`src/rtl/nibble_serial_adder_pkg.sv`:
```
// -----------------------------------------------------------------------------
// nibble_adder_pkg
// Shared constants and types for the nibble-serial adder:
//   NIBBLE_W        - width of one adder slice (fixed at 4 by the adder cell)
//   DEFAULT_NIBBLES - default slice count of the top level
//   state_e         - controller states
//   idx_width()     - index counter width for a given slice count
// -----------------------------------------------------------------------------
package nibble_adder_pkg;

  localparam int NIBBLE_W        = 4;
  localparam int DEFAULT_NIBBLES = 4;

  typedef enum logic {
    IDLE = 1'b0,
    RUN  = 1'b1
  } state_e;

  // The index must be able to hold NIBBLES itself (its value right after the
  // last slice), so it is sized for NIBBLES+1 codes and never wraps.
  function automatic int idx_width(input int nibbles);
    return $clog2(nibbles + 1);
  endfunction

  localparam int DEFAULT_IDX_W = idx_width(DEFAULT_NIBBLES);

endpackage : nibble_adder_pkg

```
`src/rtl/nibble_serial_adder_if.sv`:
```
// -----------------------------------------------------------------------------
// nibble_serial_adder_if
// Request/result bundle between a controller (master) and the adder (slave).
//   start - request, sampled by the adder only while idle
//   a, b  - operands, W = NIBBLE_W*NIBBLES bits
//   cin   - carry into nibble 0
//   busy  - operation in progress
//   done  - one-cycle pulse, sum/cout valid
//   sum   - a + b + cin mod 2^W
//   cout  - carry out of the top nibble
// -----------------------------------------------------------------------------
interface nibble_serial_adder_if
  import nibble_adder_pkg::*;
#(
  parameter int NIBBLES = DEFAULT_NIBBLES
);

  localparam int W = NIBBLE_W * NIBBLES;

  logic         start;
  logic [W-1:0] a;
  logic [W-1:0] b;
  logic         cin;
  logic         busy;
  logic         done;
  logic [W-1:0] sum;
  logic         cout;

  modport master (
    output start, a, b, cin,
    input  busy, done, sum, cout
  );

  modport slave (
    input  start, a, b, cin,
    output busy, done, sum, cout
  );

endinterface : nibble_serial_adder_if

```
`src/rtl/four_bit_full_adder.sv`:
```
// -----------------------------------------------------------------------------
// four_bit_full_adder
// Gate-level 4-bit ripple-carry adder built from four full-adder cells.
//   a_i, b_i - 4-bit operands
//   cin_i    - carry in
//   sum_o    - 4-bit sum
//   cout_o   - carry out
// -----------------------------------------------------------------------------
module four_bit_full_adder (
  input  logic [3:0] a_i,
  input  logic [3:0] b_i,
  input  logic       cin_i,
  output logic [3:0] sum_o,
  output logic       cout_o
);

  logic [4:0] c;
  logic [3:0] p;

  assign c[0] = cin_i;

  for (genvar i = 0; i < 4; i++) begin : g_fa
    assign p[i]     = a_i[i] ^ b_i[i];
    assign sum_o[i] = p[i] ^ c[i];
    assign c[i+1]   = (a_i[i] & b_i[i]) | (c[i] & p[i]);
  end

  assign cout_o = c[4];

endmodule : four_bit_full_adder

```
`src/rtl/nibble_serial_adder.sv`:
```
// -----------------------------------------------------------------------------
// nibble_serial_adder
// Computes {cout,sum} = a + b + cin one nibble per clock, LSB nibble first,
// through a single four_bit_full_adder with a registered inter-nibble carry.
// Latency is NIBBLES cycles from accept to the done pulse.
//   clk   - system clock, rising edge
//   rst_n - asynchronous active-low reset
//   bus   - slave side of nibble_serial_adder_if (start/a/b/cin in,
//           busy/done/sum/cout out)
// -----------------------------------------------------------------------------
module nibble_serial_adder
  import nibble_adder_pkg::*;
#(
  parameter int NIBBLES = DEFAULT_NIBBLES
) (
  input  logic                  clk,
  input  logic                  rst_n,
  nibble_serial_adder_if.slave  bus
);

  localparam int IDX_W = idx_width(NIBBLES);

  typedef logic [NIBBLES-1:0][NIBBLE_W-1:0] nib_vec_t;

  state_e           state_q, state_d;
  logic [IDX_W-1:0] idx_q,   idx_d;
  logic             carry_q, carry_d;
  nib_vec_t         a_q,     a_d;
  nib_vec_t         b_q,     b_d;
  nib_vec_t         sum_q,   sum_d;
  logic             cout_q,  cout_d;
  logic             done_q,  done_d;

  logic [NIBBLE_W-1:0] add_a, add_b, add_s;
  logic                add_co;
  logic                last_nib;

  // Select the operand nibbles for the current index. A compare-per-slice
  // mux avoids indexing the nibble array with a wider-than-needed counter.
  always_comb begin
    add_a = '0;
    add_b = '0;
    for (int i = 0; i < NIBBLES; i++) begin
      if (idx_q == IDX_W'(i)) begin
        add_a = a_q[i];
        add_b = b_q[i];
      end
    end
  end

  four_bit_full_adder u_add (
    .a_i    (add_a),
    .b_i    (add_b),
    .cin_i  (carry_q),
    .sum_o  (add_s),
    .cout_o (add_co)
  );

  assign last_nib = (idx_q == IDX_W'(NIBBLES - 1));

  // Next-state and datapath update.
  always_comb begin
    // NOTE: every signal gets a hold/default value first so no path through
    // the case leaves one unassigned, which would infer a latch.
    state_d = state_q;
    idx_d   = idx_q;
    carry_d = carry_q;
    a_d     = a_q;
    b_d     = b_q;
    sum_d   = sum_q;
    cout_d  = cout_q;
    done_d  = 1'b0;

    case (state_q)
      IDLE: begin
        if (bus.start) begin
          a_d     = bus.a;
          b_d     = bus.b;
          carry_d = bus.cin;
          idx_d   = '0;
          sum_d   = '0;
          cout_d  = 1'b0;
          state_d = RUN;
        end
      end

      RUN: begin
        for (int i = 0; i < NIBBLES; i++) begin
          if (idx_q == IDX_W'(i)) begin
            sum_d[i] = add_s;
          end
        end
        carry_d = add_co;
        idx_d   = idx_q + IDX_W'(1);
        if (last_nib) begin
          cout_d  = add_co;
          done_d  = 1'b1;
          state_d = IDLE;
        end
      end

      default: state_d = IDLE;
    endcase
  end

  // NOTE: state is updated with non-blocking assignments so every register
  // samples the same pre-edge values regardless of statement order.
  always_ff @(posedge clk or negedge rst_n) begin
    if (!rst_n) begin
      state_q <= IDLE;
      idx_q   <= '0;
      carry_q <= 1'b0;
      // NOTE: the operand registers are reset too, so a post-reset
      // idle adder never presents stale operands from an aborted run.
      a_q     <= '0;
      b_q     <= '0;
      sum_q   <= '0;
      cout_q  <= 1'b0;
      done_q  <= 1'b0;
    end else begin
      state_q <= state_d;
      idx_q   <= idx_d;
      carry_q <= carry_d;
      a_q     <= a_d;
      b_q     <= b_d;
      sum_q   <= sum_d;
      cout_q  <= cout_d;
      done_q  <= done_d;
    end
  end

  assign bus.busy = (state_q == RUN);
  assign bus.done = done_q;
  assign bus.sum  = sum_q;
  assign bus.cout = cout_q;

endmodule : nibble_serial_adder

```
`src/flat_wrapper.sv`:
```
// flat-port wrapper written by rule: the top's interface ports become plain ports
module nibble_serial_adder_flat import nibble_adder_pkg::*;
#(
  parameter int NIBBLES = DEFAULT_NIBBLES
)
  (clk, rst_n, bus_start, bus_a, bus_b, bus_cin, bus_busy, bus_done, bus_sum, bus_cout);
  nibble_serial_adder_if #(.NIBBLES(NIBBLES)) bus_i ();
  input  logic clk;
  input  logic rst_n;
  input wire logic [$bits(bus_i.start)-1:0] bus_start;
  input wire logic [$bits(bus_i.a)-1:0] bus_a;
  input wire logic [$bits(bus_i.b)-1:0] bus_b;
  input wire logic [$bits(bus_i.cin)-1:0] bus_cin;
  output wire logic [$bits(bus_i.busy)-1:0] bus_busy;
  output wire logic [$bits(bus_i.done)-1:0] bus_done;
  output wire logic [$bits(bus_i.sum)-1:0] bus_sum;
  output wire logic [$bits(bus_i.cout)-1:0] bus_cout;
  assign bus_i.start = bus_start;
  assign bus_i.a = bus_a;
  assign bus_i.b = bus_b;
  assign bus_i.cin = bus_cin;
  assign bus_busy = bus_i.busy;
  assign bus_done = bus_i.done;
  assign bus_sum = bus_i.sum;
  assign bus_cout = bus_i.cout;
  nibble_serial_adder #(.NIBBLES(NIBBLES)) u_core (.clk(clk), .rst_n(rst_n), .bus(bus_i));
endmodule
```
`config.mk`:
```
export PLATFORM = sky130hd
export DESIGN_NAME = nibble_serial_adder_flat
export DESIGN_NICKNAME = d
export VERILOG_FILES = /design/src/rtl/nibble_serial_adder_pkg.sv /design/src/rtl/nibble_serial_adder_if.sv /design/src/rtl/four_bit_full_adder.sv /design/src/rtl/nibble_serial_adder.sv /design/src/flat_wrapper.sv
export SDC_FILE = /design/constraint.sdc
export NUM_CORES = 1
export LEC_CHECK = 0
export ABC_AREA = 0
export CAP_MARGIN = 15
export CORE_MARGIN = 2
export CORE_UTILIZATION = 45
export CTS_CLUSTER_DIAMETER = 150
export CTS_CLUSTER_SIZE = 8
export DETAILED_ROUTE_END_ITERATION = 8
export PLACE_DENSITY = 0.7
export SYNTH_ARGS = -nofsm -noshare
export SYNTH_HDL_FRONTEND = slang
export SYNTH_SLANG_ARGS = --single-unit
```
`constraint.sdc`:
```
create_clock -name clk -period 4.3 [get_ports clk]
set_clock_uncertainty 0.2 [all_clocks]
set_input_delay 0.86 -clock clk [delete_from_list [all_inputs] [get_ports clk]]
set_output_delay 0.86 -clock clk [all_outputs]
set_load 0.01 [all_outputs]
```
### Word level (Yosys, flattened, before mapping)

Index checks and enable logic that the tools add are counted.

* add/subtract/negate cells: 1
* equal/unequal tests: 8
* multiplexer cells: 26
* bitwise operators: 21
* reductions and logical operators: 6

Operators by type and width (number)
* two-way mux 4 bit: 12
* case mux 16 bit (2 select lines): 1
* two-way mux 16 bit: 1
* inequality test 2 bit (second input constant): 5
* AND reduction 2 bit: 5
* bitwise AND 1 bit: 8
* XOR 1 bit: 8
* two-way mux 1 bit: 7
* == test 3 x 2 -> 1 bit (second input constant): 2
* case mux 1 bit (2 select lines): 3
* case mux 3 bit (2 select lines): 1
* OR 1 bit: 4
* adder 3 x 1 -> 3 bit (second input constant): 1
* == test 3 x 1 -> 1 bit (second input constant): 1
* zero test 3 bit: 1
* two-way mux 3 bit: 1
* inverter 1 bit: 1

* register bits after elaboration: 55
* input bits: 36
* output and inout bits: 19
* logic and storage cells: 79

### Logic depth before layout (Yosys ltp)

Gate-level depths: netlist of the first run.

* depth in word-level cells: 16
* mapped depth: 15
* mapped depth without buffers: 13

### By module

From an unflattened synthesis of the first run, not the netlist that was laid out.

* cells, all modules: 206
* area, all modules: 2695.1 µm²

By module, submodules not included
* nibble_serial_adder: times used 1, cells each 192, area an instance 2577.5 µm², sequential area each 1376.3 µm²
* four_bit_full_adder: times used 1, cells each 14, area an instance 117.6 µm², sequential area each 0.0 µm²

### Worst setup path after synthesis of the first run

OpenSTA, ideal clock, no wires.

* path type: reg-to-reg
* start: register u_core.idx_q[0]
* end: register u_core.sum_q, in the netlist u_core.bus.sum[15]
* library setup time: 0.121 ns
* arrival: 3.400 ns
* data required time: 3.979 ns
* setup slack: 0.579 ns
* stages on the path, launching flop included: 15
* path buffers: 1
* clock period less this slack: 3.721 ns
* path through: dfrtp_1 > ha_1 > ha_1 > buf_2 > or2_2 > a221oi_1 > a21oi_1 > fa_1 > inv_1 > fa_1 > inv_1 > fa_1 > fa_1 > mux2_2 > a22o_1

* word-level cells in the longest chain between the ends: 15
* elaborated cells on any way between the ends: 30
* classes of those cells: eq/ne: 4; mux: 10; bitwise: 14; reduce/logical: 2

Ends and longest elaborated chain
* start: declaration: line nibble_serial_adder.sv:26 `logic [IDX_W-1:0] idx_q, idx_d;`
* start signal: assignment: line nibble_serial_adder.sv:122 `idx_q <= idx_d;`
* zero test 3 bit: line nibble_serial_adder.sv:44 `if (idx_q == IDX_W'(i)) begin`
* two-way mux 4 bit (4 in a row): line nibble_serial_adder.sv:44
* XOR 1 bit: line four_bit_full_adder.sv:23 `assign p[i] = a_i[i] ^ b_i[i];`
* bitwise AND 1 bit: line four_bit_full_adder.sv:25 `assign c[i+1] = (a_i[i] & b_i[i]) | (c[i] & p[i]);`
* OR 1 bit: line four_bit_full_adder.sv:25
* bitwise AND 1 bit: line four_bit_full_adder.sv:25
* OR 1 bit: line four_bit_full_adder.sv:25
* bitwise AND 1 bit: line four_bit_full_adder.sv:25
* OR 1 bit: line four_bit_full_adder.sv:25
* XOR 1 bit: line four_bit_full_adder.sv:24 `assign sum_o[i] = p[i] ^ c[i];`
* two-way mux 4 bit: line nibble_serial_adder.sv:89 `if (idx_q == IDX_W'(i)) begin`
* case mux 16 bit (2 select lines): line nibble_serial_adder.sv:74 `case (state_q)`
* end signal: assignment: line nibble_serial_adder.sv:126 `sum_q <= sum_d;`
* end: declaration: line nibble_serial_adder.sv:30 `nib_vec_t sum_q, sum_d;`

Parallel ways exist; a longest one is shown, timed or not. The select of a mux whose other input is x is not followed.
A chain may end at the register's enable or synchronous reset.

### Worst setup path after layout of the first run

Same ends and word-level chain as after synthesis.

==> flow_summary.yaml, run 1 <==
synth:
  avgSynthCellArea_sq_um: 13.9
  synth_top_area_cell: "dfrtp_1"
  synth_area_leaders: "dfrtp_1, mux2_4, a32o_1"
  async_reset_ff_share_pct: 100
  synth-seq-cells: 55
  synthFlopType: "dfrtp_1"
  syn_nets: 241
  synth_top_area_share_pct: 50.6
  syn_inst: 196
  synth_cell_type_count: 29
  synth_area_sq_mm: 0.00272
  yosysWarnings: 0
  synth_enable_flop_cells: 0
  ys_seq_area_share_pct: 50.6
grt:
  grt_pass1_vias: 1772
  grt_antenna_before_repair: 0
  grt.overflow.total: 0
  grtUsageTotal_pct: 17.3
  grt_first_pass_wirelength_mm: 8.71
  grt_max_degree: 32
critical_path:
  critPathLaunchType: "register"
  crit_type: "reg2reg"
  path_buf_inv: 2
  crit_path_end_kind: "register"
  cp.arrival_ns: 3.84
  crit_path_frequent_cell: "fa_1"
  required_ns: 4.30
  cp_slowest_cell: "fa_1"
  cp_top_family: "adder cells"
  crit_chain: "ha_1 > ha_1 > or2_2 > a221oi_1 > a21oi_1 > fa_1 > inv_1 > fa_1 > inv_1 > fa_1 > fa_1 > mux2_2 > a22o_1"
  cpPeakStageDelay_ns: 0.51
  crit_fanout: 5
layout:
  fin_util_pct: 57.2
  fin_cells: 328
  final_layout_size_suffix_gt1_share_pct: 20.2
  design_area_sq_mm: 0.00337
  diodes: 0
  syn_to_final_growth_pct: 23.6
  final_common_cell: "dfrtp_1"
  final_nets: 297
  final_cell_mix: "dfrtp_1, clkdlybuf4s50_1, mux2_4"
timing:
  rsz0062_at_grt: "no"
  slew-limit-headroom_pct: 63.1
  setup_viol: 0
  slew_violations: 0
  tightest_slew_ns: 0.553
  max_freq_mhz: 261
  timing.final.crit_share_pct: 89.1
  timing.setup.tns_ns: 0
  period_minus_slack_ns: 3.83
  finalHoldViolations: 0
route:
  via_per_inst: 5.39
  totalWireLength_mm: 5.39
  vias: 1768
  drt_pass1_iterations: 4
  drc: 0
  drtAntennaViolNets: 0
  drtIter0Drc: 105
  wire_per_inst_um: 16.4
floorplanning:
  dieHeight_um: 81.8
  die_area_sq_mm: 0.00669
  die_x_um: 81.8
  placementRows: 28
  io_pins: 55
  start_util_pct: 46.3
  coreArea_sq_mm: 0.00589
cts:
  holdBufCountCts: 0
  path_clk_slew_ns: 0.09
  clk_latency_ns: 0.31
  cts_sinks: 55
  cts_tree: "yes"
  root_buffer: "clkbuf_8"
  post_cts_resized: 0
  htree_levels: 2
  clock_path_buffers: 2
  cts_buffers: 5
  post_cts_buffers: 0
min_path:
  hp-class: "reg2reg"
flow_run:
  maxCapViolCount: 0
pwr:
  power_mw: 2.54
  ir_drop_v: 0.000339
  leakage_nw: 1.49
  cellPowerDensity_mw_per_mm2: 756
status:
  status: "complete, no violations"
placement:
  dp_cells: 320
  dp_hpwl_mm: 4.06
  numPortBuffers: 54
  place.gp.congestion: 0.847
  dpl-instance-area_sq_mm: 0.00328
## routing by layer
| layer | share of wire, % | global-route usage [%] | routed length [um] | up-vias |
|---|---|---|---|---|
| met4 | 1.9 | 5.67 | 105 | 0 |
| met2 | 47 | 28.0 | 2560 | 45 |
| met1 | 46 | 23.0 | 2480 | 875 |
| met5 | 0 | 0 | 0 | - |
| li1 | - | - | - | 837 |
| met3 | 4.5 | 3.96 | 242 | 11 |
## where the power goes
part / total [mW] / internal [mW] / switching, mW
Clock: 0.273 / 0.115 / 0.158
Sequential: 0.901 / 0.749 / 0.152
Combinational: 1.37 / 0.730 / 0.640
## worst paths after layout
kind,startpoint,to,slack (ns),cells after the start
max,u_core.idx_q[0]$_DFFE_PN0P_,u_core.bus.sum[15]$_DFFE_PN0P_,0.47,13
min,u_core.bus.sum[8]$_DFFE_PN0P_,u_core.bus.sum[8]$_DFFE_PN0P_,0.30,1
max reg2reg,u_core.idx_q[0]$_DFFE_PN0P_,u_core.bus.sum[15]$_DFFE_PN0P_,0.47,13
min reg2reg,u_core.bus.sum[8]$_DFFE_PN0P_,u_core.bus.sum[8]$_DFFE_PN0P_,0.30,1
max in group asynchronous,rst_n,u_core.b_q[0]$_DFFE_PN0P_,2.78,2
min in group asynchronous,rst_n,u_core.bus.done$_DFF_PN0_,0.33,1
## sequential cells by signal (all words and copies together) (netlist names)
signal and flops:
u_core.bus.busy 1, u_core.bus.cout 1, u_core.carry_q 1, u_core.bus.sum 16, u_core.bus.done 1, u_core.b_q 16
u_core.idx_q 3, u_core.a_q 16
## through the flow
step | setup WS [ns] | hold WS [ns]
floorplan | 0.579 | 0.273
global placement | 0.603 | 0.279
detailed placement | 0.520 | 0.284
CTS | 0.486 | 0.306
global route | 0.333 | 0.322
finish | 0.468 | 0.298
## kinds of logic after synthesis
kind of cell,after synthesis,synth area share [%]
simple gates,27,5.38
compound gates,47,13.4
fa+ha+maj,9,5.24
mux,40,20.4
flops,55,50.6
buf+inv,18,5.10
## Yosys cell counts (5+ instances only)
| library cell | count |
|---|---|
| a21oi_1 | 5 |
| dfrtp_1 | 55 |
| nand2_1 | 11 |
| buf_2 | 6 |
| o21ai_0 | 8 |
| a32o_1 | 9 |
| inv_1 | 7 |
| a22o_1 | 9 |
| mux2_2 | 7 |
| ha_1 | 5 |
| o211ai_1 | 5 |
| mux2_4 | 29 |
| a221oi_1 | 6 |
## area by class of cell
class,count,area (sq um)
Sequential cell,55,1380
Multi-Input combinational cell,123,1210
Clock inverter,1,5.00
Timing Repair Buffer,60,581
Clock buffer,7,76.3
Inverter,7,26.3
Tap cell,75,93.8
Fill cell,492,2520
## worst register-to-register path, delay by kind of cell, from the launching register on
| family | cells | cell delay [ns] |
|---|---|---|
| buffers and inverters | 2 | 0.13 |
| and+or+nand+nor | 1 | 0.35 |
| AOI/OAI and AO/OA | 3 | 0.51 |
| adders and majority gates | 6 | 1.82 |
| DFF | 1 | 0.41 |
| muxes | 1 | 0.29 |
(Power assumes the default switching activity.)
==> run 2: changes to the inputs <==
Settings changed: CORE_MARGIN 2 to 1.5, CTS_BUF_LIST from default to sky130_fd_sc_hd__clkbuf_4 sky130_fd_sc_hd__clkbuf_8, SETUP_SLACK_MARGIN from default to 0.3.
==> flow_summary.yaml, run 2 (synthesis results as in run 1) <==
timing:
  slew_violations: 0
  slew-limit-headroom_pct: 60.6
  tightest_slew_ns: 0.589
  setup_viol: 0
  rsz0062_at_grt: "no"
  finalHoldViolations: 0
  period_minus_slack_ns: 3.82
  timing.setup.tns_ns: 0
  timing.final.crit_share_pct: 88.9
  max_freq_mhz: 262
layout:
  fin_cells: 327
  diodes: 0
  final_common_cell: "dfrtp_1"
  syn_to_final_growth_pct: 24.6
  final_cell_mix: "dfrtp_1, clkdlybuf4s50_1, mux2_4"
  design_area_sq_mm: 0.00339
  final_layout_size_suffix_gt1_share_pct: 21.0
  final_nets: 297
pwr:
  p_int_mw: 1.66
  p_sw_mw: 0.959
  leakage_nw: 1.50
  cellPowerDensity_mw_per_mm2: 771
  p_comb_share_pct: 52.5
  power_frac_seq_pct: 34.7
  ir_drop_v: 0.000403
  p_clk_share_pct: 12.8
  swShare_pct: 36.6
cts:
  htree_levels: 2
  clock_path_buffers: 2
  cts_tree: "yes"
  root_buffer: "clkbuf_8"
  cts_buffers: 5
  clk_latency_ns: 0.31
  cts_sinks: 55
  path_clk_slew_ns: 0.10
  holdBufCountCts: 0
route:
  vias: 1751
  drt_pass1_iterations: 4
  drtIter0Drc: 131
  drc: 0
  drtAntennaViolNets: 0
  wire_per_inst_um: 17.1
  totalWireLength_mm: 5.60
  via_per_inst: 5.35
floorplanning:
  die_area_sq_mm: 0.00653
  placementRows: 28
  die_x_um: 80.8
  dieHeight_um: 80.8
  io_pins: 55
  start_util_pct: 46.3
  coreArea_sq_mm: 0.00589
placement:
  dpl-instance-area_sq_mm: 0.00328
  dp_hpwl_mm: 4.14
  numPortBuffers: 54
  dp_cells: 320
  place.gp.congestion: 0.835
critical_path:
  cpPeakStageDelay_ns: 0.51
  crit_chain: "ha_1 > ha_1 > or2_2 > a221oi_1 > a21oi_1 > fa_1 > inv_1 > fa_1 > inv_1 > fa_1 > fa_1 > mux2_2 > a22o_1"
  crit_path_frequent_cell: "fa_1"
  reg2reg_from: "u_core.idx_q[1]$_DFFE_PN0P_"
  cp_slowest_cell: "fa_1"
  crit_fanout: 5
  crit_path_end_kind: "register"
  cp_top_family: "adder cells"
  startpoint: "u_core.idx_q[1]$_DFFE_PN0P_"
  crit_type: "reg2reg"
  path_buf_inv: 2
  critPathLaunchType: "register"
  required_ns: 4.30
  cp.arrival_ns: 3.82
grt:
  grt_first_pass_wirelength_mm: 9.14
  grt_pass1_vias: 1805
  grt_max_degree: 33
  grtUsageTotal_pct: 18.7
  grt_antenna_before_repair: 0
  grt.overflow.total: 0
status:
  status: "complete, no violations"
min_path:
  hp-class: "reg2reg"
  hold_path.startpoint: "u_core.bus.sum[2]$_DFFE_PN0P_"
flow_run:
  maxCapViolCount: 0
-- run 2: cell count changes in the layout (fill, tap and decap cells not counted), sizes merged --
cell    before  now
clkbuf       7    6
bufinv       0    1
clkinv       1    0
-- run 2: cell type report --
class / count / area, sq um
flip-flops and latches: 55 / 1380
clock inverters: 1 / 30.0
fillers: 514 / 2490
inverters: 7 / 26.3
well taps: 75 / 93.8
repair buffers: 60 / 581
clock buffers: 6 / 76.3
multi-input cells: 123 / 1210
-- run 2: per-layer routing --
| metal | track usage (%) | up-vias | share of wire [%] |
|---|---|---|---|
| met3 | 3.71 | 5 | 3.9 |
| li1 | - | 825 | - |
| met5 | 0 | - | 0 |
| met1 | 25.2 | 871 | 46 |
| met4 | 4.14 | 0 | 0.88 |
| met2 | 31.5 | 50 | 49 |
-- run 2: path summary, 6_finish.rpt --
kind	endpoint	slack, ns	cells past startpoint
worst max-delay path	u_core.bus.sum[15]$_DFFE_PN0P_	0.48	13
worst max register to register	u_core.bus.sum[15]$_DFFE_PN0P_	0.48	13
worst min-delay path	u_core.bus.sum[2]$_DFFE_PN0P_	0.30	1
min in group asynchronous	u_core.bus.sum[5]$_DFFE_PN0P_	0.33	1
max in group asynchronous	u_core.b_q[14]$_DFFE_PN0P_	2.75	2
worst min register to register	u_core.bus.sum[2]$_DFFE_PN0P_	0.30	1
-- run 2: power by group through the flow --
stage	sequential [mW]	clock, mW	combinational [mW]
2_1_floorplan	0.882	0	0.999
3_3_place_gp	0.912	0	1.35
3_5_place_dp	0.915	0	1.38
4_1_cts	0.908	0.343	1.39
5_1_grt	0.936	0.368	1.50
6_report	0.909	0.334	1.37
-- run 2: what timing repair did --
item	CTS	global route
resized for setup	0	1
buffers inserted	0	0
endpoints found under the setup margin	0	1
endpoints found under the hold margin	0	0
-- run 2: worst register-to-register path: stages (launching register included) --
cell and delay (ns):
dfrtp_1 0.43, ha_1 0.20, ha_1 0.20, or2_2 0.35, a221oi_1 0.23, a21oi_1 0.09, fa_1 0.36, inv_1 0.07
fa_1 0.17, inv_1 0.05, fa_1 0.38, fa_1 0.51, mux2_2 0.29, a22o_1 0.18
-- run 2: through the flow --
stage / hold WS, ns / power [mW] / util (%) / setup slack [ns]
detailed placement: 0.285 / 2.30 / 55.8 / 0.533
finish: 0.300 / 2.62 / 57.7 / 0.479
global placement: 0.280 / 2.26 / 55.8 / 0.592
floorplan: 0.273 / 1.88 / - / 0.579
global route: 0.320 / 2.80 / 57.7 / 0.311
CTS: 0.307 / 2.64 / 57.6 / 0.492
==> RTL change 1: new RTL, settings of run 1 <==
Set the package constant `DEFAULT_NIBBLES` to 5 (it was 4).
--- a/src/rtl/nibble_serial_adder_pkg.sv
+++ b/src/rtl/nibble_serial_adder_pkg.sv
@@ -9,7 +9,7 @@
 package nibble_adder_pkg;
 
   localparam int NIBBLE_W        = 4;
-  localparam int DEFAULT_NIBBLES = 4;
+  localparam int DEFAULT_NIBBLES = 5;
 
   typedef enum logic {
     IDLE = 1'b0,
Interface: changed (resized bus_a, bus_b and bus_sum); port bits go from 55 to 67. No check against the original RTL was run, so the function may have changed too.
==> RTL change 1 against run 1 <==
Sequential cell count rose by 12. Synthesized area rose by 16%. Wire length rose by 36%. Hold slack got worse by 0.025 ns. Power rose by 23%. Maximum frequency fell by 0.82%. Utilization rose by 2.3 points. First-iteration DRC count rose by 15%. Worst setup slack got worse by 0.032 ns. Cell area rose by 20%. Synthesized cell count rose by 68%. Largest cell class unchanged. Largest power group unchanged. Highest routed layer unchanged.
==> RTL change 1: results (changes against run 1) <==
Synth area leaders -> dfrtp_1 53%, nand2_1 16%, a32o_1 2.8%
First-pass GRT wire length -> 12.0 mm (+38%)
Hold Slack -> 0.273 ns (-0.0250 ns)
Reg2Reg Setup Slack -> 0.44 ns (-0.03 ns)
Syn_nets -> 383 (+59%)
Slew @ Worst Pin -> 0.933 ns (+0.380 ns)
DR pass1 iterations -> 5 (+1)
Clock-pin slew on the worst setup and hold paths -> 0.07 ns (-0.02 ns)
Routed met1 length -> 3.60 mm (+45%)
Fillers -> 606 (+23%)
Routed wl met3 -> 310 um (+28%)
Placer congestion estimate -> 0.817 (-3.6%)
Slowest CP cell -> fa_1
CP peak stage delay -> 0.53 ns (+0.02 ns)
Initial drt markers -> 121 (+15%)
Top fanout value on the critical path -> 12 (+7)
Reg area -> 1680 um^2 (+22%)
Final nets -> 446 (+50%)
P_sw -> 1260 uW (+32%)
Largest net degree at the start of global routing -> 46 (+44%)
GRT met3 Usage -> 3.86% (-0.092 points)
Placed instance count -> 478 (+49%)
Total track usage -> 20.8% (+3.5 points)
Drt total wl -> 7.31 mm (+36%)
TritonCTS buffer count -> 9 (+4)
Worst hold stages -> 2 (+1)
Place WS -> 0.430 ns (-0.0898 ns)
Area after DPL -> 3870 um^2 (+18%)
Clock Power Share -> 14.7% (+4.0 points)
Seq/Total Area, Yosys -> 53.0% (+2.5 points)
H-tree levels -> 3 (+1)
Max VDD drop -> 0.350 mV (+3.3%)
Grt met2 use -> 30.6% (+2.6 points)
Dpl hpwl -> 5.29 mm (+30%)
# clk buffers -> 14 (+7)
Fraction of area in multi-input gates -> 32.8% (-3.1 points)
Status -> finished, final reports clean
Vias -> 2,456 (+39%)
Vias/cell -> 4.97 (-7.8%)
Most frequent cells after synthesis -> 132 x nand2_1, 67 x dfrtp_1, 12 x buf_2, 12 x inv_1, 9 x a32o_1
CP Data Arrival Time -> 3.90 ns (+0.06 ns)
Signal buf overhead -> 17.3% (+0.099 points)
Fin crit share -> 89.9% (+0.73 points)
IO buf count -> 66 (+22%)
Multi-Input Combinational -> 231 (+88%)
Syn Inst Count -> 330 (+68%)
Design area -> 4040 um^2 (+20%)
CTS Sinks -> 67 (+22%)
Clock net power -> 462 uW (+69%)
Layout cells sized above 1 -> 8.79% (-11 points)
Syn_area_per_cell -> 9.58 um^2 (-31%)
Skew-Pair Late Insertion Delay -> 0.34 ns (+0.03 ns)
Clock-cell share of area -> 4.28% (+1.9 points)
RTL change 1: changes by cell type in the layout (fill, tap and decap cells not counted), sizes merged, moves of 7 or more:
cell           delta
nand2           +121
nand3b            +8
clkbuf            +7
mux2             -32
clkdlybuf4s50    +12
dfrtp            +12
RTL change 1: cell families (layout without fill, tap and decap cells):
group           after synthesis  in the layout  share of synthesized area (%)
compound gates               47             47                           11.6
fa+ha+maj                     9              9                           4.51
buf+inv                      32            100                           5.22
flops                        67             67                           53.0
mux                          12             12                           3.96
simple gates                163            163                           21.7
RTL change 1: worst paths after layout:
check / startpoint / endpoint
worst max register to register: u_core.idx_q[0] / u_core.bus.sum[15]
worst min register to register: u_core.a_q[13] / u_core.a_q[13]
worst min-delay path: u_core.a_q[13] / u_core.a_q[13]
worst max-delay path: u_core.idx_q[0] / u_core.bus.sum[15]
min in group asynchronous: rst_n / u_core.b_q[11]
max in group asynchronous: rst_n / u_core.b_q[17]
==> RTL change 2: new RTL, flow settings as in run 1 <==
Made on the original files. Reset style: synchronous (`rst_n`), changed in one clocked block. Comments in the files are not updated.
--- a/src/rtl/nibble_serial_adder.sv
+++ b/src/rtl/nibble_serial_adder.sv
@@ -105,7 +105,7 @@
 
   // NOTE: state is updated with non-blocking assignments so every register
   // samples the same pre-edge values regardless of statement order.
-  always_ff @(posedge clk or negedge rst_n) begin
+  always_ff @(posedge clk) begin
     if (!rst_n) begin
       state_q <= IDLE;
       idx_q   <= '0;
Check against the original RTL: differs if rst_n is asserted again (counterexample within 4 cycles, from zero or initial values and one cycle with rst_n low); with rst_n held inactive, the same outputs for 10 cycles.
==> RTL change 2 against run 1 <==
Via count grew 22%. Synthesized area shrank 4.6%. Cell area shrank 3.9%. Sequential cell count is the same. Sequential share of layout area shrank 6.8 points. Worst setup slack gained 0.22 ns. Wire length grew 3.6%. Largest cell class is now multi-input combinational cells. Maximum frequency grew 6.2%. Critical endpoint is now u_core.bus.sum[15]. Critical path type unchanged.
Power is not compared: it rests on default switching activity, and its combinational part moved more than twofold at a synthesized area within 25%.
==> RTL change 2: results (changes against run 1) <==
Syn_nets -> 351 (+46%)
Slew Limit Headroom -> 34.7% (-28 points)
Seq/total area -> 34.1% (-6.8 points)
Most frequent cells after synthesis -> 89 x nand2_1, 55 x dfxtp_1, 42 x a21boi_1
Layout cells sized above 1 -> 3.74% (-16 points)
Seq/Total Area, Yosys -> 42.4% (-8.2 points)
Fraction of registers with async set/reset -> 0% (-100 points)
Logic inverters -> 6 (-1)
First-pass GRT wire length -> 8.98 mm (+3.1%)
Syn_area_per_cell -> 8.49 um^2 (-39%)
# clk buffers -> 6 (-1)
Placer congestion estimate -> 0.827 (-2.4%)
Status -> finished, final reports clean
Place WS -> 0.699 ns (+0.179 ns)
Initial drt markers -> 106 (+0.95%)
Fillers -> 530 (+7.7%)
Fin cells -> 420 (+28%)
Fmax -> 277 MHz (+6.2%)
Hold Slack -> 0.258 ns (-0.0397 ns)
Largest net degree at the start of global routing -> 33 (+3.1%)
Fraction of area in multi-input gates -> 41.2% (+5.3 points)
Non-clock buffers -> 58 (-3.3%)
Vias in the first global route -> 1,994 (+13%)
Clock net power -> 353 uW
Multi-Input Combinational -> 221 (+80%)
Signal buf overhead -> 17.6% (+0.40 points)
IO buf count -> 54 (unchanged)
Vias -> 2,150 (+22%)
Distinct cells, synth -> 31 (+6.9%)
Top fanout value on the critical path -> 15 (+10)
Placed instance count -> 412 (+29%)
Final nets -> 392 (+32%)
CP Data Arrival Time -> 3.61 ns (-0.23 ns)
Synth area leaders -> dfxtp_1 42%, nand2_1 13%, a21boi_1 12%
Total track usage -> 17.7% (+0.40 points)
Area after DPL -> 3120 um^2 (-5.1%)
Reg2Reg Setup Slack -> 0.69 ns (+0.22 ns)
RTL change 2: cell types whose count changed after synthesis, moves of 8 or more:
cell,run 1,this run
mux2_4,29,0
dfxtp_1,0,55
clkbuf_1,0,8
a21boi_1,0,42
dfrtp_1,55,0
nand3_1,0,9
a32o_1,9,0
nor2b_1,4,13
a22o_1,9,0
nand2_1,11,89
RTL change 2: logic make-up after synthesis:
logic type               after synthesis  share of synthesized area (%)
AO/OA/AOI/OAI                         78                           22.0
adder cells (fa/ha/maj)                9                           5.49
buffers and inverters                 30                           6.45
flip-flops                            55                           42.4
multiplexers                           2                          0.771
AND/OR/NAND/NOR                      132                           22.9
RTL change 2: worst paths after layout:
| kind | startpoint | end | cells after the start |
|---|---|---|---|
| min reg2reg | u_core.a_q[11] | u_core.a_q[11] | 2 |
| max | u_core.idx_q[1] | u_core.bus.sum[15] | 13 |
| max reg2reg | u_core.idx_q[1] | u_core.bus.sum[15] | 13 |
| min | u_core.a_q[11] | u_core.a_q[11] | 2 |
RTL change 2: critical path, cell delays in order, from the launching register on:
cell	delay, ns
dfxtp_1	0.35
inv_1	0.08
ha_1	0.44
nor2b_1	0.17
a221oi_1	0.28
o21ai_1	0.14
fa_1	0.42
inv_1	0.07
fa_1	0.16
inv_1	0.05
fa_1	0.37
fa_1	0.50
a32oi_1	0.22
nor2b_1	0.06
RTL change 2: layer usage:
| layer | global-route usage, % | part of all wire (%) | vias to the layer above |
|---|---|---|---|
| met5 | 0 | 0 | - |
| li1 | - | - | 1108 |
| met2 | 29.6 | 49 | 47 |
| met3 | 3.73 | 4.5 | 8 |
| met4 | 5.93 | 1.1 | 0 |
| met1 | 22.6 | 45 | 987 |
